===== src/rtl/audio_mix_router_pkg.sv =====
// Shared definitions for the audio mixer: control FSM state encoding and
// the saturation limits of a signed sample of a given width.
package audio_mix_pkg;

  typedef enum logic [1:0] {
    STEADY = 2'd0,
    RAMP   = 2'd1,
    MUTED  = 2'd2
  } mix_state_e;

  // Largest representable value of a dw-bit two's-complement sample.
  function automatic longint sat_max(input int dw);
    return (longint'(1) <<< (dw - 1)) - longint'(1);
  endfunction

  // Most negative representable value of a dw-bit two's-complement sample.
  function automatic longint sat_min(input int dw);
    return -(longint'(1) <<< (dw - 1));
  endfunction

endpackage


===== src/rtl/audio_mix_router_if.sv =====
// Sample/control bus of the audio mixer.
//   slave  : mixer side (samples, enables, gains, mute, clip clear in;
//            mix, mix strobe, clip, muted, ramp busy out)
//   master : driver side (mirror image)
interface audio_mix_router_if #(
  parameter int NUM_CH  = 4,
  parameter int DATA_WD = 24,
  parameter int GAIN_WD = 8
);
  logic                              sample_valid_i;
  logic [NUM_CH-1:0][DATA_WD-1:0]    sample_i;
  logic [NUM_CH-1:0]                 ch_en_i;
  logic [NUM_CH-1:0][GAIN_WD-1:0]    gain_i;
  logic                              mute_i;
  logic                              clip_clr_i;
  logic signed [DATA_WD-1:0]         mix_o;
  logic                              mix_valid_o;
  logic                              clip_o;
  logic                              muted_o;
  logic                              ramp_busy_o;

  modport slave (
    input  sample_valid_i, sample_i, ch_en_i, gain_i, mute_i, clip_clr_i,
    output mix_o, mix_valid_o, clip_o, muted_o, ramp_busy_o
  );

  modport master (
    output sample_valid_i, sample_i, ch_en_i, gain_i, mute_i, clip_clr_i,
    input  mix_o, mix_valid_o, clip_o, muted_o, ramp_busy_o
  );
endinterface


===== src/rtl/audio_mix_router_gain_ramp.sv =====
// One channel's applied gain. On every accepted sample the gain walks
// toward its target by at most RAMP_STEP, never overshooting.
//   clk_i, rst_i : clock, synchronous active-high reset (gain -> 0)
//   step_en_i    : sample strobe; the only cycles the gain may move
//   tgt_i        : target gain
//   g_cur_o      : gain applied to the sample accepted this cycle
//   at_tgt_o     : post-update gain equals target
//   zero_o       : post-update gain is zero
module gain_ramp #(
  parameter int GAIN_WD   = 8,
  parameter int RAMP_STEP = 1
) (
  input  logic               clk_i,
  input  logic               rst_i,
  input  logic               step_en_i,
  input  logic [GAIN_WD-1:0] tgt_i,
  output logic [GAIN_WD-1:0] g_cur_o,
  output logic               at_tgt_o,
  output logic               zero_o
);

  // A step larger than the gain range behaves as an immediate jump.
  localparam int GMAX = (1 << GAIN_WD) - 1;
  localparam logic [GAIN_WD-1:0] STEP =
    GAIN_WD'((RAMP_STEP > GMAX) ? GMAX : RAMP_STEP);

  logic [GAIN_WD-1:0] g_cur_q, g_cur_d, diff;

  always_comb begin
    g_cur_d = g_cur_q;
    diff    = '0;
    if (step_en_i) begin
      if (tgt_i > g_cur_q) begin
        diff    = tgt_i - g_cur_q;
        g_cur_d = (diff > STEP) ? g_cur_q + STEP : tgt_i;
      end else if (tgt_i < g_cur_q) begin
        diff    = g_cur_q - tgt_i;
        g_cur_d = (diff > STEP) ? g_cur_q - STEP : tgt_i;
      end
    end
  end

  always_ff @(posedge clk_i) begin
    if (rst_i) g_cur_q <= '0;
    else       g_cur_q <= g_cur_d;
  end

  assign g_cur_o  = g_cur_q;
  assign at_tgt_o = (g_cur_d == tgt_i);
  assign zero_o   = (g_cur_d == '0);

endmodule


===== src/rtl/audio_mix_router.sv =====
// N-channel audio mixer with per-channel enable and click-free gain ramps.
// Three-stage pipeline (weight, sum, shift+saturate) accepting one sample
// strobe per cycle; sticky clip flag; STEADY/RAMP/MUTED control FSM.
//   clk_i, rst_i : clock, synchronous active-high reset
//   bus          : sample/control bus (slave side), see audio_mix_router_if
module audio_mix_router
  import audio_mix_pkg::*;
#(
  parameter int NUM_CH    = 4,
  parameter int DATA_WD   = 24,
  parameter int GAIN_WD   = 8,
  parameter int GAIN_FRAC = 6,
  parameter int RAMP_STEP = 1
) (
  input  logic                clk_i,
  input  logic                rst_i,
  audio_mix_router_if.slave   bus
);

  localparam int PROD_W = DATA_WD + GAIN_WD + 1;
  localparam int SUM_W  = PROD_W + $clog2(NUM_CH);

  logic [NUM_CH-1:0][GAIN_WD-1:0] tgt, g_cur;
  logic [NUM_CH-1:0]              at_tgt, zero;
  logic                           all_at, all_zero;

  always_comb begin
    for (int c = 0; c < NUM_CH; c++)
      tgt[c] = (bus.ch_en_i[c] && !bus.mute_i) ? bus.gain_i[c] : '0;
  end

  for (genvar gi = 0; gi < NUM_CH; gi++) begin : g_ch
    gain_ramp #(.GAIN_WD(GAIN_WD), .RAMP_STEP(RAMP_STEP)) u_ramp (
      .clk_i     (clk_i),
      .rst_i     (rst_i),
      .step_en_i (bus.sample_valid_i),
      .tgt_i     (tgt[gi]),
      .g_cur_o   (g_cur[gi]),
      .at_tgt_o  (at_tgt[gi]),
      .zero_o    (zero[gi])
    );
  end

  assign all_at   = &at_tgt;
  assign all_zero = &zero;

  function automatic logic sat_hit(input logic signed [SUM_W-1:0] v);
    return (longint'(v) > sat_max(DATA_WD)) || (longint'(v) < sat_min(DATA_WD));
  endfunction

  function automatic logic signed [DATA_WD-1:0] sat_val(input logic signed [SUM_W-1:0] v);
    if (longint'(v) > sat_max(DATA_WD))      return DATA_WD'(sat_max(DATA_WD));
    else if (longint'(v) < sat_min(DATA_WD)) return DATA_WD'(sat_min(DATA_WD));
    else                                     return DATA_WD'(v);
  endfunction

  // ---- S1: per-channel product, using the gain before this strobe's step
  logic signed [PROD_W-1:0] prod_d    [NUM_CH];
  logic signed [PROD_W-1:0] prod_p1_q [NUM_CH];
  logic                     vld_p1_q;

  always_comb begin
    for (int c = 0; c < NUM_CH; c++)
      prod_d[c] = PROD_W'($signed(bus.sample_i[c])) *
                  PROD_W'($signed({1'b0, g_cur[c]}));
  end

  always_ff @(posedge clk_i) begin
    prod_p1_q <= prod_d;
    if (rst_i) vld_p1_q <= 1'b0;
    else       vld_p1_q <= bus.sample_valid_i;
  end

  // ---- S2: sum across channels with guard bits
  logic signed [SUM_W-1:0] sum_d, sum_p2_q;
  logic                    vld_p2_q;

  always_comb begin
    sum_d = '0;
    for (int c = 0; c < NUM_CH; c++)
      sum_d = sum_d + SUM_W'(prod_p1_q[c]);
  end

  always_ff @(posedge clk_i) begin
    sum_p2_q <= sum_d;
    if (rst_i) vld_p2_q <= 1'b0;
    else       vld_p2_q <= vld_p1_q;
  end

  // ---- S3: floor shift, saturate, sticky clip
  logic signed [SUM_W-1:0]   shifted;
  logic signed [DATA_WD-1:0] mix_q;
  logic                      mix_vld_q, clip_q;

  assign shifted = sum_p2_q >>> GAIN_FRAC;

  always_ff @(posedge clk_i) begin
    if (rst_i) begin
      mix_q     <= '0;
      mix_vld_q <= 1'b0;
      clip_q    <= 1'b0;
    end else begin
      mix_vld_q <= vld_p2_q;
      if (vld_p2_q) mix_q <= sat_val(shifted);
      // A fresh saturation beats a simultaneous clear.
      if (vld_p2_q && sat_hit(shifted)) clip_q <= 1'b1;
      else if (bus.clip_clr_i)          clip_q <= 1'b0;
    end
  end

  // ---- Control FSM, judged on the post-step gains
  mix_state_e state_q, state_d;
  logic       busy_q, muted_q;

  always_comb begin
    state_d = state_q;
    case (state_q)
      STEADY: if (!all_at)                       state_d = RAMP;
              else if (bus.mute_i && all_zero)   state_d = MUTED;
      RAMP:   if (all_at && !bus.mute_i)         state_d = STEADY;
              else if (all_zero && bus.mute_i)   state_d = MUTED;
      MUTED:  if (!bus.mute_i || !all_at)        state_d = RAMP;
      default:                                   state_d = STEADY;
    endcase
  end

  always_ff @(posedge clk_i) begin
    if (rst_i) begin
      state_q <= STEADY;
      busy_q  <= 1'b0;
      muted_q <= 1'b0;
    end else begin
      state_q <= state_d;
      busy_q  <= (state_d == RAMP);
      muted_q <= (state_d == MUTED);
    end
  end

  assign bus.mix_o       = mix_q;
  assign bus.mix_valid_o = mix_vld_q;
  assign bus.clip_o      = clip_q;
  assign bus.muted_o     = muted_q;
  assign bus.ramp_busy_o = busy_q;

endmodule


===== src/flat_wrapper.sv =====
// flat-port wrapper written by rule: the top's interface ports become plain ports
module audio_mix_router_flat import audio_mix_pkg::*;
#(
  parameter int NUM_CH    = 4,
  parameter int DATA_WD   = 24,
  parameter int GAIN_WD   = 8,
  parameter int GAIN_FRAC = 6,
  parameter int RAMP_STEP = 1
)
  (clk_i, rst_i, bus_sample_valid_i, bus_sample_i, bus_ch_en_i, bus_gain_i, bus_mute_i, bus_clip_clr_i, bus_mix_o, bus_mix_valid_o, bus_clip_o, bus_muted_o, bus_ramp_busy_o);
  audio_mix_router_if #(.NUM_CH(NUM_CH), .DATA_WD(DATA_WD), .GAIN_WD(GAIN_WD)) bus_i ();
  input  logic clk_i;
  input  logic rst_i;
  input wire logic [$bits(bus_i.sample_valid_i)-1:0] bus_sample_valid_i;
  input wire logic [$bits(bus_i.sample_i)-1:0] bus_sample_i;
  input wire logic [$bits(bus_i.ch_en_i)-1:0] bus_ch_en_i;
  input wire logic [$bits(bus_i.gain_i)-1:0] bus_gain_i;
  input wire logic [$bits(bus_i.mute_i)-1:0] bus_mute_i;
  input wire logic [$bits(bus_i.clip_clr_i)-1:0] bus_clip_clr_i;
  output wire logic [$bits(bus_i.mix_o)-1:0] bus_mix_o;
  output wire logic [$bits(bus_i.mix_valid_o)-1:0] bus_mix_valid_o;
  output wire logic [$bits(bus_i.clip_o)-1:0] bus_clip_o;
  output wire logic [$bits(bus_i.muted_o)-1:0] bus_muted_o;
  output wire logic [$bits(bus_i.ramp_busy_o)-1:0] bus_ramp_busy_o;
  assign bus_i.sample_valid_i = bus_sample_valid_i;
  assign bus_i.sample_i = bus_sample_i;
  assign bus_i.ch_en_i = bus_ch_en_i;
  assign bus_i.gain_i = bus_gain_i;
  assign bus_i.mute_i = bus_mute_i;
  assign bus_i.clip_clr_i = bus_clip_clr_i;
  assign bus_mix_o = bus_i.mix_o;
  assign bus_mix_valid_o = bus_i.mix_valid_o;
  assign bus_clip_o = bus_i.clip_o;
  assign bus_muted_o = bus_i.muted_o;
  assign bus_ramp_busy_o = bus_i.ramp_busy_o;
  audio_mix_router #(.NUM_CH(NUM_CH), .DATA_WD(DATA_WD), .GAIN_WD(GAIN_WD), .GAIN_FRAC(GAIN_FRAC), .RAMP_STEP(RAMP_STEP)) u_core (.clk_i(clk_i), .rst_i(rst_i), .bus(bus_i));
endmodule

===== config.mk =====
export PLATFORM = sky130hd
export DESIGN_NAME = audio_mix_router_flat
export DESIGN_NICKNAME = d
export VERILOG_FILES = /design/src/rtl/audio_mix_router_pkg.sv /design/src/rtl/audio_mix_router_if.sv /design/src/rtl/audio_mix_router_gain_ramp.sv /design/src/rtl/audio_mix_router.sv /design/src/flat_wrapper.sv
export SDC_FILE = /design/constraint.sdc
export NUM_CORES = 2
export LEC_CHECK = 0
export CAP_MARGIN = 20
export CORE_MARGIN = 2
export CORE_UTILIZATION = 55
export CTS_BUF_LIST = sky130_fd_sc_hd__clkbuf_4 sky130_fd_sc_hd__clkbuf_8
export DETAILED_ROUTE_END_ITERATION = 7
export DONT_BUFFER_PORTS = 1
export PLACE_DENSITY = 0.73
export SLEW_MARGIN = 20
export SYNTH_ARGS = -nofsm -noshare
export SYNTH_HDL_FRONTEND = slang
export SYNTH_SLANG_ARGS = --single-unit
export TNS_END_PERCENT = 50

===== constraint.sdc =====
create_clock -name clk_i -period 6.2 [get_ports clk_i]
set_clock_uncertainty 0.1 [all_clocks]
set_input_delay 0.93 -clock clk_i [delete_from_list [all_inputs] [get_ports clk_i]]
set_output_delay 0.93 -clock clk_i [all_outputs]
set_load 0.05 [all_outputs]

; ---- Word level (Yosys, flattened, before mapping)
; Index checks and enable logic that the tools add are counted.
[word_totals]
wordCells = 118
output_inout_bits = 28
inputBits = 137
reg_bits = 231
[classes]
n_eq_ne = 8
reduce_logical = 19
multipliers = 4
n_lt_le_gt_ge = 18
n_mux = 33
n_addsub = 19
[ops]
columns = cell, count
row1 = 8-bit 2-to-1 mux, 24
row2 = 24-bit by 9-bit multiplier with 33-bit output, 4
row3 = 8-bit by 1-bit greater-than comparator with 1-bit output (second input constant), 8
row4 = 8-bit subtractor, 8
row5 = 24-bit 2-to-1 mux, 2
row6 = 34-bit by 33-bit adder with 35-bit output, 1
row7 = 35-bit by 33-bit adder with 35-bit output, 1
row8 = 33-bit by 33-bit adder with 34-bit output, 1
row9 = 8-bit by 1-bit adder with 8-bit output (second input constant), 4
row10 = 8-bit == test, 4
row11 = 8-bit greater-than comparator, 4
row12 = 8-bit logical NOT, 4
row13 = 8-bit < comparator, 4
row14 = 8-bit by 1-bit subtractor with 8-bit output (second input constant), 4
row15 = 29-bit by 24-bit greater-than comparator with 1-bit output (second input constant), 1
row16 = 29-bit by 24-bit < comparator with 1-bit output (second input constant), 1
row17 = 2-bit 2-to-1 mux, 4
row18 = 4-bit AND reduction, 2
row19 = 1-bit logical AND, 7
row20 = 2-bit one-hot mux with 3 select lines, 1
row21 = 2-bit by 1-bit == test with 1-bit output (second input constant), 2
row22 = 2-bit == test (second input constant), 2
row23 = 1-bit logical NOT, 2
row24 = 2-bit logical NOT, 1
row25 = other kinds (3), 5

; ---- Longest topological paths before layout
[logic_depth]
depth_word = 16
depth_mapped = 26
depth_no_buf = 23

; ---- Modules after synthesis
; A second synthesis with hierarchy kept.
[hier_totals]
hier_cells = 4886
hier_area_um2 = 41805.1
[by_module_without_submodules]
columns = module, area_per_inst_um2, n_inst, cells_per_inst, seq_area_each_um2
row1 = audio_mix_router, 34247.8, 1, 3850, 3863.7
row2 = gain_ramp, 1889.3, 4, 259, 160.2

; ---- Worst setup path after synthesis
; No wires, ideal clock.
[synth_timing]
kind = register to register
start = register u_core.g_ch[2].u_ramp.g_cur_q[0]
end = register u_core.prod_p1_q[64] (netlist bit)
slack_ps = 179
t_required_ps = 6028
path_buffers = 3
setup_ps = 72
arrival_time_ps = 5849
stages_incl_launch_ff = 25
cell_sequence = dfxtp_1 -> clkbuf_1 -> clkbuf_1 -> buf_1 -> nand2_1 -> fa_1 -> fa_1 -> inv_1 -> ha_1 -> inv_1 -> fa_1 -> inv_1 -> ha_1 -> a21o_1 -> a21oi_1 -> o21ai_0 -> o41a_1 -> a41o_1 -> o22a_1 -> a221oi_1 -> a2111oi_0 -> o21a_1 -> o21a_1 -> o211ai_1 -> xnor2_1
[synth_rtl]
columns = item, line_no
row1 = "start, declared", audio_mix_router_gain_ramp.sv:27  ; logic [GAIN_WD-1:0] g_cur_q, g_cur_d, diff;
row2 = "start signal, assigned", audio_mix_router_gain_ramp.sv:45  ; else g_cur_q <= g_cur_d;
row3 = "end signal, assigned", audio_mix_router.sv:69  ; prod_p1_q <= prod_d;
row4 = "end, declared", audio_mix_router.sv:59  ; logic signed [PROD_W-1:0] prod_p1_q [NUM_CH];

==> flow_summary.json <==
{
  "core_um2": 73000,
  "clock-sinks": 225,
  "synth-edff-count": 0,
  "ys.flop_type": "dfxtp_1",
  "yosysTopAreaCell": "fa_1",
  "grt_pass1_wl_um": 170000,
  "cpPeakStageDelay_ns": 0.67,
  "timing.final.crit_share": 0.961,
  "clock_tree.root_cell": "clkbuf_8",
  "worst_slack_ns": 0.239,
  "drive_above_1_share": 0.0532,
  "arrival_ns": 6.38,
  "cp_top_family": "adder cells",
  "fp.dieArea_um2": 75900,
  "nFillCells": 6468,
  "hold_viol": 0,
  "overflow": 0,
  "cp-start-kind": "flop",
  "grt_usage": 0.284,
  "report.final.slew_viol_count": 0,
  "yosysSeqAreaShare": 0.111,
  "status": "completed",
  "synth_top_family_by_area": "adder cells",
  "routed_via_density": 5.60,
  "grt_max_degree": 63,
  "setup_tns_ns": 0,
  "yosys.area_share.xor_xnor": 0.0421,
  "die_h_um": 276,
  "synth_cell_type_count": 84,
  "setup_violations": 0,
  "multiInputGateArea_um2": 32200,
  "synth_top_area_share": 0.333,
  "synth_compound_area_frac": 0.102,
  "synthTopCellsByCount": "inv_1 (863), fa_1 (674), and2_1 (501)",
  "clock_latency_ns": 0.62,
  "path_clk_slew_ns": 0.07,
  "worst_pin_slew_ns": 1.07,
  "critical_path_required_ns": 6.62,
  "routabilityCongestion": 1.00,
  "drv_cap": 0,
  "synth_fa_ha_area_frac": 0.448,
  "fin_hold_ws_ns": 0.277,
  "antenna_left": 0,
  "cts_setup_buffers": 0,
  "fmax_mhz": 168,
  "period_needed_ns": 5.96,
  "pre_cts_ws_ns": 0.0713,
  "synthArstFlopShare": 0,
  "wl_per_cell_um": 18.5,
  "min_path_type": "in2reg",
  "drc": 0,
  "seqCellArea_um2": 4520,
  "syn_avg_cell_area_um2": 8.65,
  "syn_inst": 4688,
  "end_kind": "flop",
  "path_cells": "and2_1 > fa_1 > fa_1 > inv_1 > fa_1 > inv_1 > fa_1 > ha_1 > a21o_1 > a21o_1 > a21oi_1 > nor3b_1 > o211ai_1 > a311o_1 > a21o_1 > nand3_1 > nand4b_1 > a21o_1 > a21oi_1 > xnor2_1",
  "drtIter0Drc": 2277,
  "drt_wl_total_um": 105000,
  "syn_area_um2": 40600,
  "yosys-top-cells-area": "fa_1 (33%), ha_1 (11%), dfxtp_1 (11%), inv_1 (8.0%), and2_1 (7.7%)",
  "slew_headroom": 0.284,
  "num_rows": 99,
  "cts.path.max_buffers": 3,
  "worstSetupPathType": "reg2reg",
  "cts-buffers-inserted": 38,
  "htree_levels": 2,
  "cts_tree": "yes",
  "initial_core_util": 0.556,
  "rsz0062_at_grt": "false",
  "portBuffers": 0,
  "dieWidth_um": 276,
  "grt_pass1_vias": 32200,
  "ios": 165,
  "ys_ff_latch": 225,
  "critPathBufInv": 2,
  "via_count": 31900,
  "syn2layout_area_growth_pct": 6.37,
  "yosysMostFrequentCell": "inv_1",
  "cp_slowest_cell": "dfxtp_1",
  "muxShareOfSynthArea": 0.00941,
  "synth-simple-area-share": 0.193,
  "worstPathMaxFanout": 16,
  "grt_antenna_before_repair": 0,
  "yosys_warnings": 0,
  "first_pass_iters": 5,
  "fin_nets": 5890,
  "hpwl_um": 89100,
  "synth_nets": 5871
}
worst paths after layout:
path | from | end | slack [ns] | depth (start not counted)
hold / removal | rst_i | u_core.g_ch[2].u_ramp.g_cur_o[6] | 0.28 | 1
setup / recovery | u_core.g_ch[1].u_ramp.g_cur_o[4] | u_core.prod_p1_q[98] | 0.24 | 20
hold reg to reg | u_core.vld_p1_q | u_core.vld_p2_q | 0.35 | 1
setup reg to reg | u_core.g_ch[1].u_ramp.g_cur_o[4] | u_core.prod_p1_q[98] | 0.24 | 20
sequential cells by signal, summed over array words and instances (netlist names):
name and cells:
u_core.bus.mix_valid_o 1, u_core.vld_p2_q 1, u_core.bus.muted_o 1, u_core.bus.ramp_busy_o 1, u_core.state_q 2, u_core.sum_p2_q 29, u_core.vld_p1_q 1, u_core.g_ch.u_ramp.g_cur_o 32
u_core.prod_p1_q 132, u_core.bus.clip_o 1, u_core.bus.mix_o 24
cell type report:
class / instances / area share
clock buffer: 46 / 0.0142
antenna: 2 / 0.000116
inverter: 867 / 0.0754
timing repair buffer: 135 / 0.0236
multi-input combinational: 3440 / 0.746
tap: 959 / 0.0278
clock inverter: 21 / 0.00760
sequential: 225 / 0.105
logic make-up after synthesis:
| group | Yosys count |
|---|---|
| and+or+nand+nor | 1533 |
| adders and majority gates | 1046 |
| buffers and inverters | 1023 |
| AOI/OAI and AO/OA | 629 |
| DFF | 225 |
| xor gates and xnor gates | 195 |
| muxes | 37 |
cell usage in the layout (no fill, tap or decap), types with 9 or more instances in the layout:
master and n:
inv_1 863, fa_1 674, and2_1 501, nand2_1 441
ha_1 372, nor2_1 236, dfxtp_1 215, a21oi_1 193
xnor2_1 151, buf_4 134, o21ai_0 101, nor3_1 99
a21o_1 56, nand3_1 46, xor2_1 44, clkbuf_8 43
o21a_1 41, nand2b_1 37, nor2b_1 35, a31oi_1 30
nand4_1 28, mux2i_1 28, a211oi_1 24, o22ai_1 24
nor4_1 17, or3_1 16, o31ai_1 14, a21boi_0 13
or2_2 12, o21bai_1 12, o2111ai_1 12, or4_1 11
and3_1 11, dfxtp_2 10, o211ai_1 9, mux2_2 9
stage by stage:
stage / std cells / area [um^2] / util
2_1_floorplan: 4688 / 40600 / -
3_3_place_gp: 5626 / 42200 / 0.578
3_5_place_dp: 5626 / 42200 / 0.578
4_1_cts: 5693 / 43100 / 0.591
5_1_grt: 5693 / 43100 / 0.591
6_report: 5695 / 43100 / 0.591
what timing repair did:
action / CTS / global route
gates resized for setup: 0 / 12
hold buffers: 0 / 0
setup endpoints to repair: 0 / 16
endpoints found under the hold margin: 0 / 0
layer usage:
layer	track usage	share of wire	routed length, um	vias to the layer above
li1	-	-	-	14800
met1	0.358	0.40	42400	15900
met2	0.489	0.49	52100	977
met3	0.0382	0.054	5730	231
met4	0.122	0.049	5190	0
met5	0	0	0	-
Power is left out: the tool's default activity adds up to more than one toggle a clock period on the data nets, which glitch-free logic cannot reach.
